<file path="config.mk">
export PLATFORM = sky130hd
export DESIGN_NAME = iopad_dir_arbiter
export DESIGN_NICKNAME = d
export VERILOG_FILES = /design/src/rtl/iopad_arb_pkg.sv /design/src/rtl/iopad_turn_timer.sv /design/src/rtl/iopad_dir_arbiter.sv
export SDC_FILE = /design/constraint.sdc
export NUM_CORES = 1
export LEC_CHECK = 0
export BUFFER_PORTS_ARGS = -buffer_cell sky130_fd_sc_hd__buf_2
export CORE_ASPECT_RATIO = 0.6
export CORE_MARGIN = 2
export CORE_UTILIZATION = 37
export CTS_CLUSTER_DIAMETER = 30
export DETAILED_ROUTE_END_ITERATION = 10
export PLACE_DENSITY = 0.64
export REMOVE_ABC_BUFFERS = 1
export SLEW_MARGIN = 20
export SYNTH_ARGS = -nofsm -noshare
export SYNTH_HDL_FRONTEND = slang
export SYNTH_SLANG_ARGS = --single-unit
</file>
<file path="constraint.sdc">
create_clock -name clk -period 1.67 [get_ports clk]
set_input_delay 0.0835 -clock clk [delete_from_list [all_inputs] [get_ports clk]]
set_output_delay 0.0835 -clock clk [all_outputs]
set_load 0.02 [all_outputs]
</file>
<file path="src/rtl/iopad_arb_pkg.sv">
// Shared types and constants for the iopad bank direction arbiter.
package iopad_arb_pkg;

  typedef enum logic [1:0] {
    IDLE = 2'd0,
    RX   = 2'd1,
    TURN = 2'd2,
    TX   = 2'd3
  } state_e;

  typedef enum logic {
    OWN_RX = 1'b0,
    OWN_TX = 1'b1
  } owner_e;

  // iopad direction convention: 1 = pad drives din (hi-Z), 0 = dout drives pad.
  localparam logic DIR_IN  = 1'b1;
  localparam logic DIR_OUT = 1'b0;

  function automatic logic [15:0] sat_inc16(input logic [15:0] v);
    return (v == 16'hFFFF) ? v : v + 16'd1;
  endfunction

endpackage

</file>
<file path="src/rtl/iopad_turn_timer.sv">
// Loadable down-counter timing the hi-Z turnaround gap; done marks the last gap cycle.
module iopad_turn_timer #(
  parameter int TURN_CYCLES = 2
) (
  input  logic clk,
  input  logic rst,
  input  logic start,
  output logic done
);

  localparam int CW = (TURN_CYCLES > 1) ? $clog2(TURN_CYCLES) : 1;

  logic [CW-1:0] cnt_q, cnt_d;

  always_comb begin
    cnt_d = cnt_q;
    if (start) begin
      cnt_d = CW'(TURN_CYCLES - 1);
    end else if (cnt_q != '0) begin
      cnt_d = cnt_q - CW'(1);
    end
  end

  // NOTE: state registers use non-blocking assignments so every flop samples pre-edge values.
  always_ff @(posedge clk or posedge rst) begin
    if (rst) begin
      cnt_q <= '0;
    end else begin
      cnt_q <= cnt_d;
    end
  end

  assign done = (cnt_q == '0);

endmodule

</file>
<file path="src/rtl/iopad_dir_arbiter.sv">
// TX/RX arbiter for one iopad bank with hi-Z turnaround gaps around every TX ownership.
// Optional statistics counters are enabled with `define IOPAD_ARB_STATS_EN.
module iopad_dir_arbiter
  import iopad_arb_pkg::*;
#(
  parameter int WIDTH       = 8,
  parameter int TURN_CYCLES = 2,
  parameter int MAX_BURST   = 16
) (
  input  logic             clk,
  input  logic             rst,
  input  logic             tx_req,
  input  logic [WIDTH-1:0] tx_data,
  output logic             tx_grant,
  input  logic             rx_req,
  output logic             rx_grant,
  output logic [WIDTH-1:0] rx_data,
  output logic             rx_valid,
  output logic [WIDTH-1:0] pad_dout,
  input  logic [WIDTH-1:0] pad_din,
  output logic [WIDTH-1:0] pad_direction
`ifdef IOPAD_ARB_STATS_EN
  ,
  output logic [15:0]      turn_count,
  output logic [15:0]      preempt_count
`endif
);

  localparam int BW = (MAX_BURST > 1) ? $clog2(MAX_BURST) : 1;

  state_e          state_q, state_d;
  state_e          target_q, target_d;
  owner_e          last_q, last_d;
  logic [BW-1:0]   burst_q, burst_d;
  logic [WIDTH-1:0] rx_data_q;
  logic            rx_valid_q;
  logic            burst_max;
  logic            turn_start;
  logic            turn_done;
  logic            preempt;
  logic            enter_rx;
  logic            enter_tx;

  iopad_turn_timer #(
    .TURN_CYCLES(TURN_CYCLES)
  ) u_turn_timer (
    .clk  (clk),
    .rst  (rst),
    .start(turn_start),
    .done (turn_done)
  );

  assign burst_max = (burst_q == BW'(MAX_BURST - 1));

  // NOTE: every variable written here gets a default first so no latch is inferred.
  always_comb begin
    state_d  = state_q;
    target_d = target_q;
    preempt  = 1'b0;
    unique case (state_q)
      IDLE: begin
        // On a tie the side that did not own the bank last goes first.
        if (rx_req && (!tx_req || last_q == OWN_TX)) begin
          state_d = RX;
        end else if (tx_req) begin
          state_d  = TURN;
          target_d = TX;
        end
      end
      RX: begin
        if (!rx_req) begin
          state_d = IDLE;
        end else if (burst_max && tx_req) begin
          state_d  = TURN;
          target_d = TX;
          preempt  = 1'b1;
        end
      end
      TX: begin
        if (!tx_req) begin
          state_d  = TURN;
          target_d = IDLE;
        end else if (burst_max && rx_req) begin
          state_d  = TURN;
          target_d = IDLE;
          preempt  = 1'b1;
        end
      end
      TURN: begin
        if (turn_done) begin
          state_d = target_q;
        end
      end
      default: state_d = IDLE;
    endcase

    turn_start = (state_d == TURN) && (state_q != TURN);
    enter_rx   = (state_d == RX) && (state_q != RX);
    enter_tx   = (state_d == TX) && (state_q != TX);

    last_d = last_q;
    if (enter_rx) begin
      last_d = OWN_RX;
    end else if (enter_tx) begin
      last_d = OWN_TX;
    end

    // Saturating at MAX_BURST-1 lets a lone owner keep the bank indefinitely.
    burst_d = burst_q;
    if (enter_rx || enter_tx) begin
      burst_d = '0;
    end else if ((state_q == RX || state_q == TX) && !burst_max) begin
      burst_d = burst_q + BW'(1);
    end
  end

  always_ff @(posedge clk or posedge rst) begin
    if (rst) begin
      state_q    <= IDLE;
      target_q   <= IDLE;
      last_q     <= OWN_TX;
      burst_q    <= '0;
      rx_data_q  <= '0;
      rx_valid_q <= 1'b0;
    end else begin
      state_q    <= state_d;
      target_q   <= target_d;
      last_q     <= last_d;
      burst_q    <= burst_d;
      rx_valid_q <= rx_grant && rx_req;
      if (rx_grant && rx_req) begin
        rx_data_q <= pad_din;
      end
    end
  end

  assign tx_grant      = (state_q == TX);
  assign rx_grant      = (state_q == RX);
  assign pad_direction = {WIDTH{(state_q == TX) ? DIR_OUT : DIR_IN}};
  assign pad_dout      = (tx_grant && tx_req) ? tx_data : '0;
  assign rx_data       = rx_data_q;
  assign rx_valid      = rx_valid_q;

`ifdef IOPAD_ARB_STATS_EN
  logic [15:0] turn_cnt_q;
  logic [15:0] preempt_cnt_q;

  always_ff @(posedge clk or posedge rst) begin
    if (rst) begin
      turn_cnt_q    <= '0;
      preempt_cnt_q <= '0;
    end else begin
      if (turn_start) begin
        turn_cnt_q <= sat_inc16(turn_cnt_q);
      end
      if (preempt) begin
        preempt_cnt_q <= sat_inc16(preempt_cnt_q);
      end
    end
  end

  assign turn_count    = turn_cnt_q;
  assign preempt_count = preempt_cnt_q;
`endif

endmodule
</file>
# [Yosys cells after proc, flatten, opt, wreduce, memory -nomap -nowiden]
# Index checks and enable logic that the tools add are counted.
[word_totals] reg_bits=19 in_bits=20 output_inout_bits=27 word_cells=66
[op_classes] add_sub_neg=2 n_eq_ne=15 mux=23 reduce_logical=19
[op_table] op="2-bit two-way mux" n=13
[op_table] op="2-bit inequality test (second input constant)" n=5
[op_table] op="1-bit logical AND" n=9
[op_table] op="2-bit == test (second input constant)" n=4
[op_table] op="4-bit two-way mux" n=2
[op_table] op="8-bit two-way mux" n=1
[op_table] op="2-bit case mux with 4 select lines" n=1
[op_table] op="2-bit case mux with 3 select lines" n=1
[op_table] op="6-bit AND reduction" n=1
[op_table] op="1-bit two-way mux" n=5
[op_table] op="4-bit by 1-bit adder with 4-bit output (second input constant)" n=1
[op_table] op="2-bit by 1-bit == test with 1-bit output (second input constant)" n=2
[op_table] op="4-bit == test (second input constant)" n=1
[op_table] op="2-bit by 1-bit inequality test with 1-bit output (second input constant)" n=2
[op_table] op="2-bit nonzero test" n=2
[op_table] op="1-bit logical OR" n=3
[op_table] op="3-bit by 2-bit inequality test with 1-bit output (second input constant)" n=1
[op_table] op="3-bit nonzero test" n=1
[op_table] op="1-bit logical NOT" n=2
[op_table] op="2-bit logical NOT" n=1
[op_table] op="1-bit subtractor (second input constant)" n=1

# [Depth between registers and ports, before layout]
[depth] depth_word=9 ltp_mapped=6 mapped_depth_nobuf=5

# [Cells and area by module]
# From an unflattened synthesis, not the netlist that was laid out.
[hier_totals] hier_cells=93 hier_area_um2=950.9
[modules_own_cells] mod="iopad_dir_arbiter" instances=1 cells_per_inst=90 area_per_inst_um2=918.4 seq_area_each_um2=426.7
[modules_own_cells] mod="iopad_turn_timer" instances=1 cells_per_inst=3 area_per_inst_um2=32.5 seq_area_each_um2=25.0

# [Worst setup path after synthesis]
# Ideal clock, no wire load.
[synth_timing] path_type="reg2out" from="reg state_q[1]" to="out pad_dout[0]" t_arrival_ns=1.386 required_time_ns=1.586 slack_ns=0.201 stages_incl_launch_ff=7 path_buffers=1 path_cell_list="dfrtp_1 > buf_4 > inv_1 > nor2_2 > inv_2 > nor2_2 > and2_1"
[synth_via] elab_chain_cells=3
[synth_rtl] item="start, declared" line="iopad_dir_arbiter.sv:31" source="state_e state_q, state_d;"
[synth_rtl] item="start signal, assigned" line="iopad_dir_arbiter.sv:126" source="state_q <= state_d;"
[synth_rtl] item="2-bit == test" line="iopad_dir_arbiter.sv:137" source="assign tx_grant = (state_q == TX);"
[synth_rtl] item="net tx_grant" line="iopad_dir_arbiter.sv:14" source="output logic tx_grant,"
[synth_rtl] item="1-bit logical AND" line="iopad_dir_arbiter.sv:140" source="assign pad_dout = (tx_grant && tx_req) ? tx_data : '0;"
[synth_rtl] item="8-bit two-way mux" line="iopad_dir_arbiter.sv:140"
[synth_rtl] item="end, declared" line="iopad_dir_arbiter.sv:19" source="output logic [WIDTH-1:0] pad_dout,"
# The timed path passes the listed nets, and every way through them passes these cells.

# [Final worst setup path]
[layout_timing] from="reg state_q[1]" to="out pad_dout[5]"
[layout_via] elab_chain_cells=3
[layout_rtl] item="2-bit == test" line="iopad_dir_arbiter.sv:137"
[layout_rtl] item="1-bit logical AND" line="iopad_dir_arbiter.sv:140"
[layout_rtl] item="8-bit two-way mux" line="iopad_dir_arbiter.sv:140"
# No other way between the ends.

==> metrics <==
status=finished, final reports clean; Post-Syn Instances=95; nets@finish=161; leak pwr=slightly below 0.7 nW; Crit. End Element=output pin; residual DRC count=0; Worst Hold Launch=pad_din[4]; PortBufs=46; CP Launch Type=flip-flop; Synth cell types=37; Initial DRC Count=between 50 and 60; site row count=14; final core occ=0.511; Critical Path RT=1590 ps; RSZ-0062 raised after global routing=no; fmax=roughly 0.66 GHz; critical path launch point=state_q[1]; area delta synth->final=27.5%; Worst VDD drop=0.799 mV; n_diodes=0; placed wire-length estimate=1.73 mm; drt pass-1 iters=4; Die ar.=approximately 0.0032 mm^2; first-pass GRT wire length=3.60 mm; Total GRT Usage=0.148; share of cells above drive strength 1=0.525; routed length per placed instance=~13 um; Setup TNS=0 ps; cell taking the most area after synthesis=dfrtp_1; Max Slew Vio Count=0; I/O pin count=47; largest net degree at the start of global routing=19; Yosys reg bits=18; gr ovfl total=0; Hold WS=between 50 and 60 ps; Slew @ Worst Pin=roughly 660 ps; top post-synthesis cells by area=dfrtp_1, mux2_4, buf_4, and2_1, a21oi_1; Max H-tree Level=1; Tmin final=1520 ps; Critical R2R Launch=burst_q[0]; Hold Fails Final Rpt=0; placed cell count=163; Reg clk slew, reported paths=70 ps; initial antenna violation count=0; Synth Warn #=0; Final GP Congestion=about 0.85; Cell Area, Synth=between 0.001 and 0.0015 mm^2; sequential element share of the synthesized area=0.438; period utilization=0.910; total wire length=about 2.3 mm; Core Area=0.00257 mm^2; clock root buffer=clkbuf_8; max cap viols=0; Die X=72.1 um; dpl ws=229 ps; CP Max Fanout=9; Worst Hold Class=in -> reg; initial core utilization=0.400; PwrDens=around 1900 mW/mm^2; clk_lat worst skew=approximately 250 ps; Avg Cell Area, Syn=between 10 and 15 um^2; Num CTS Buffers=3; final worst slack=150 ps; setup violators final=0; CTS tree=built; Vias per Instance=4.87; Non-Filler Instances=about 170; top cell type's share of synthesized area=0.413; Vias=833; Max-slew headroom=0.558; DIE HEIGHT=44.9 um; crit path DAT=1440 ps; Routed Antenna Nets=0; clk sink count=18; CTS Buffer Depth=2; CP Class=reg -> out; via count of the first global-routing pass=approximately 700; Clock Skews=5.48 ps
## placed cells by master (no fill, tap or decap), types with 2 or more instances in the layout
cell	n
nor2_1	2
nand3_1	4
buf_4	5
nor3_1	2
a21oi_1	6
dfrtp_1	15
clkbuf_8	3
buf_2	46
inv_1	5
nand4_1	3
mux2_4	8
and2_1	8
inv_2	2
dfrtp_2	2
o21ai_0	3
## final cells by class
cell class                 instances  area [um^2]
fill                             236         1260
multi-input combinational         58          472
inverter                           7         26.3
sequential                        18          454
timing repair buffer              52          278
clock buffer                       4         45.0
tap                               32         40.0
## cell families (layout without fill, tap and decap cells)
group	count (synthesis)	count (layout)	synth area share
AO/OA/AOI/OAI	17	17	0.119
adder cells (fa/ha/maj)	1	1	0.0121
buffers and inverters	19	63	0.109
flip-flops	18	18	0.438
multiplexers	9	9	0.127
AND/OR/NAND/NOR	31	31	0.194
## repair_timing
action	in CTS	in global routing
endpoints found under the hold margin	17	0
endpoints found under the setup margin	8	8
setup buffers	0	3
hold buffers	1	0
gates resized for setup	1	2
gates cloned	0	0
## flip-flops by register name (all words and copies together), names as in the netlist
name	flops
u_turn_timer.cnt_q	1
state_q	2
rx_valid	1
last_q	1
rx_data	8
target_q	1
burst_q	4
## critical path, stage by stage, from the launching register on
cell	delay, ps
dfrtp_2	410
inv_1	110
nor2_2	120
inv_2	90
nor2_4	150
and2_1	150
buf_2	160
## metal layers
layer / GRT usage / vias to the layer above / part of all wire
li1: - / 410 / -
met2: 0.211 / 31 / 0.44
met4: 0.0226 / 0 / 0
met1: 0.218 / 392 / 0.49
met5: 0 / - / 0
met3: 0.0558 / 0 / 0.069
## path summary, 6_finish.rpt
| kind | end | slack (ps) | depth (start not counted) |
|---|---|---|---|
| setup / recovery | pad_dout[5] | 150 | 6 |
| hold / removal | rx_data[4] | 60 | 2 |
| setup reg to reg | burst_q[0] | 210 | 4 |
| hold reg to reg | rx_data[6] | 510 | 1 |
| max in group asynchronous | state_q[0] | 720 | 3 |
| min in group asynchronous | rx_data[5] | 480 | 3 |
## power breakdown
| part | internal [mW] | switching [mW] |
|---|---|---|
| Clock | 0.169 | 0.136 |
| Sequential | 0.646 | 0.161 |
| Combinational | 0.608 | 0.798 |
| Total | 1.42 | 1.10 |
## synth_stat cells
cell        n
dfrtp_1    17
and2_1      8
buf_4       8
mux2_4      8
a21oi_1     6
inv_1       5
nand3_1     4
nand4_1     3
o21ai_0     3
buf_2       2
inv_2       2
nor2_1      2
nor2_2      2
nor3_1      2
a211oi_1    1
a21boi_0    1
a22oi_1     1
a31o_1      1
a32oi_1     1
a41oi_1     1
and3_1      1
and4_1      1
buf_6       1
clkbuf_2    1
dfstp_2     1
ha_1        1
mux2_2      1
nand2_1     1
nand2_4     1
nand2b_1    1
nand3b_1    1
nand4bb_1   1
nor2b_1     1
nor2b_4     1
o211ai_1    1
o31ai_4     1
or3_1       1
## stage by stage
step	cell area, um^2	power (mW)
floorplan	945	1.70
global placement	1230	2.12
detailed placement	1230	2.15
CTS	1290	2.47
global route	1320	2.69
finish	1320	2.52
Note: power is estimated with default switching activity, not from simulation.
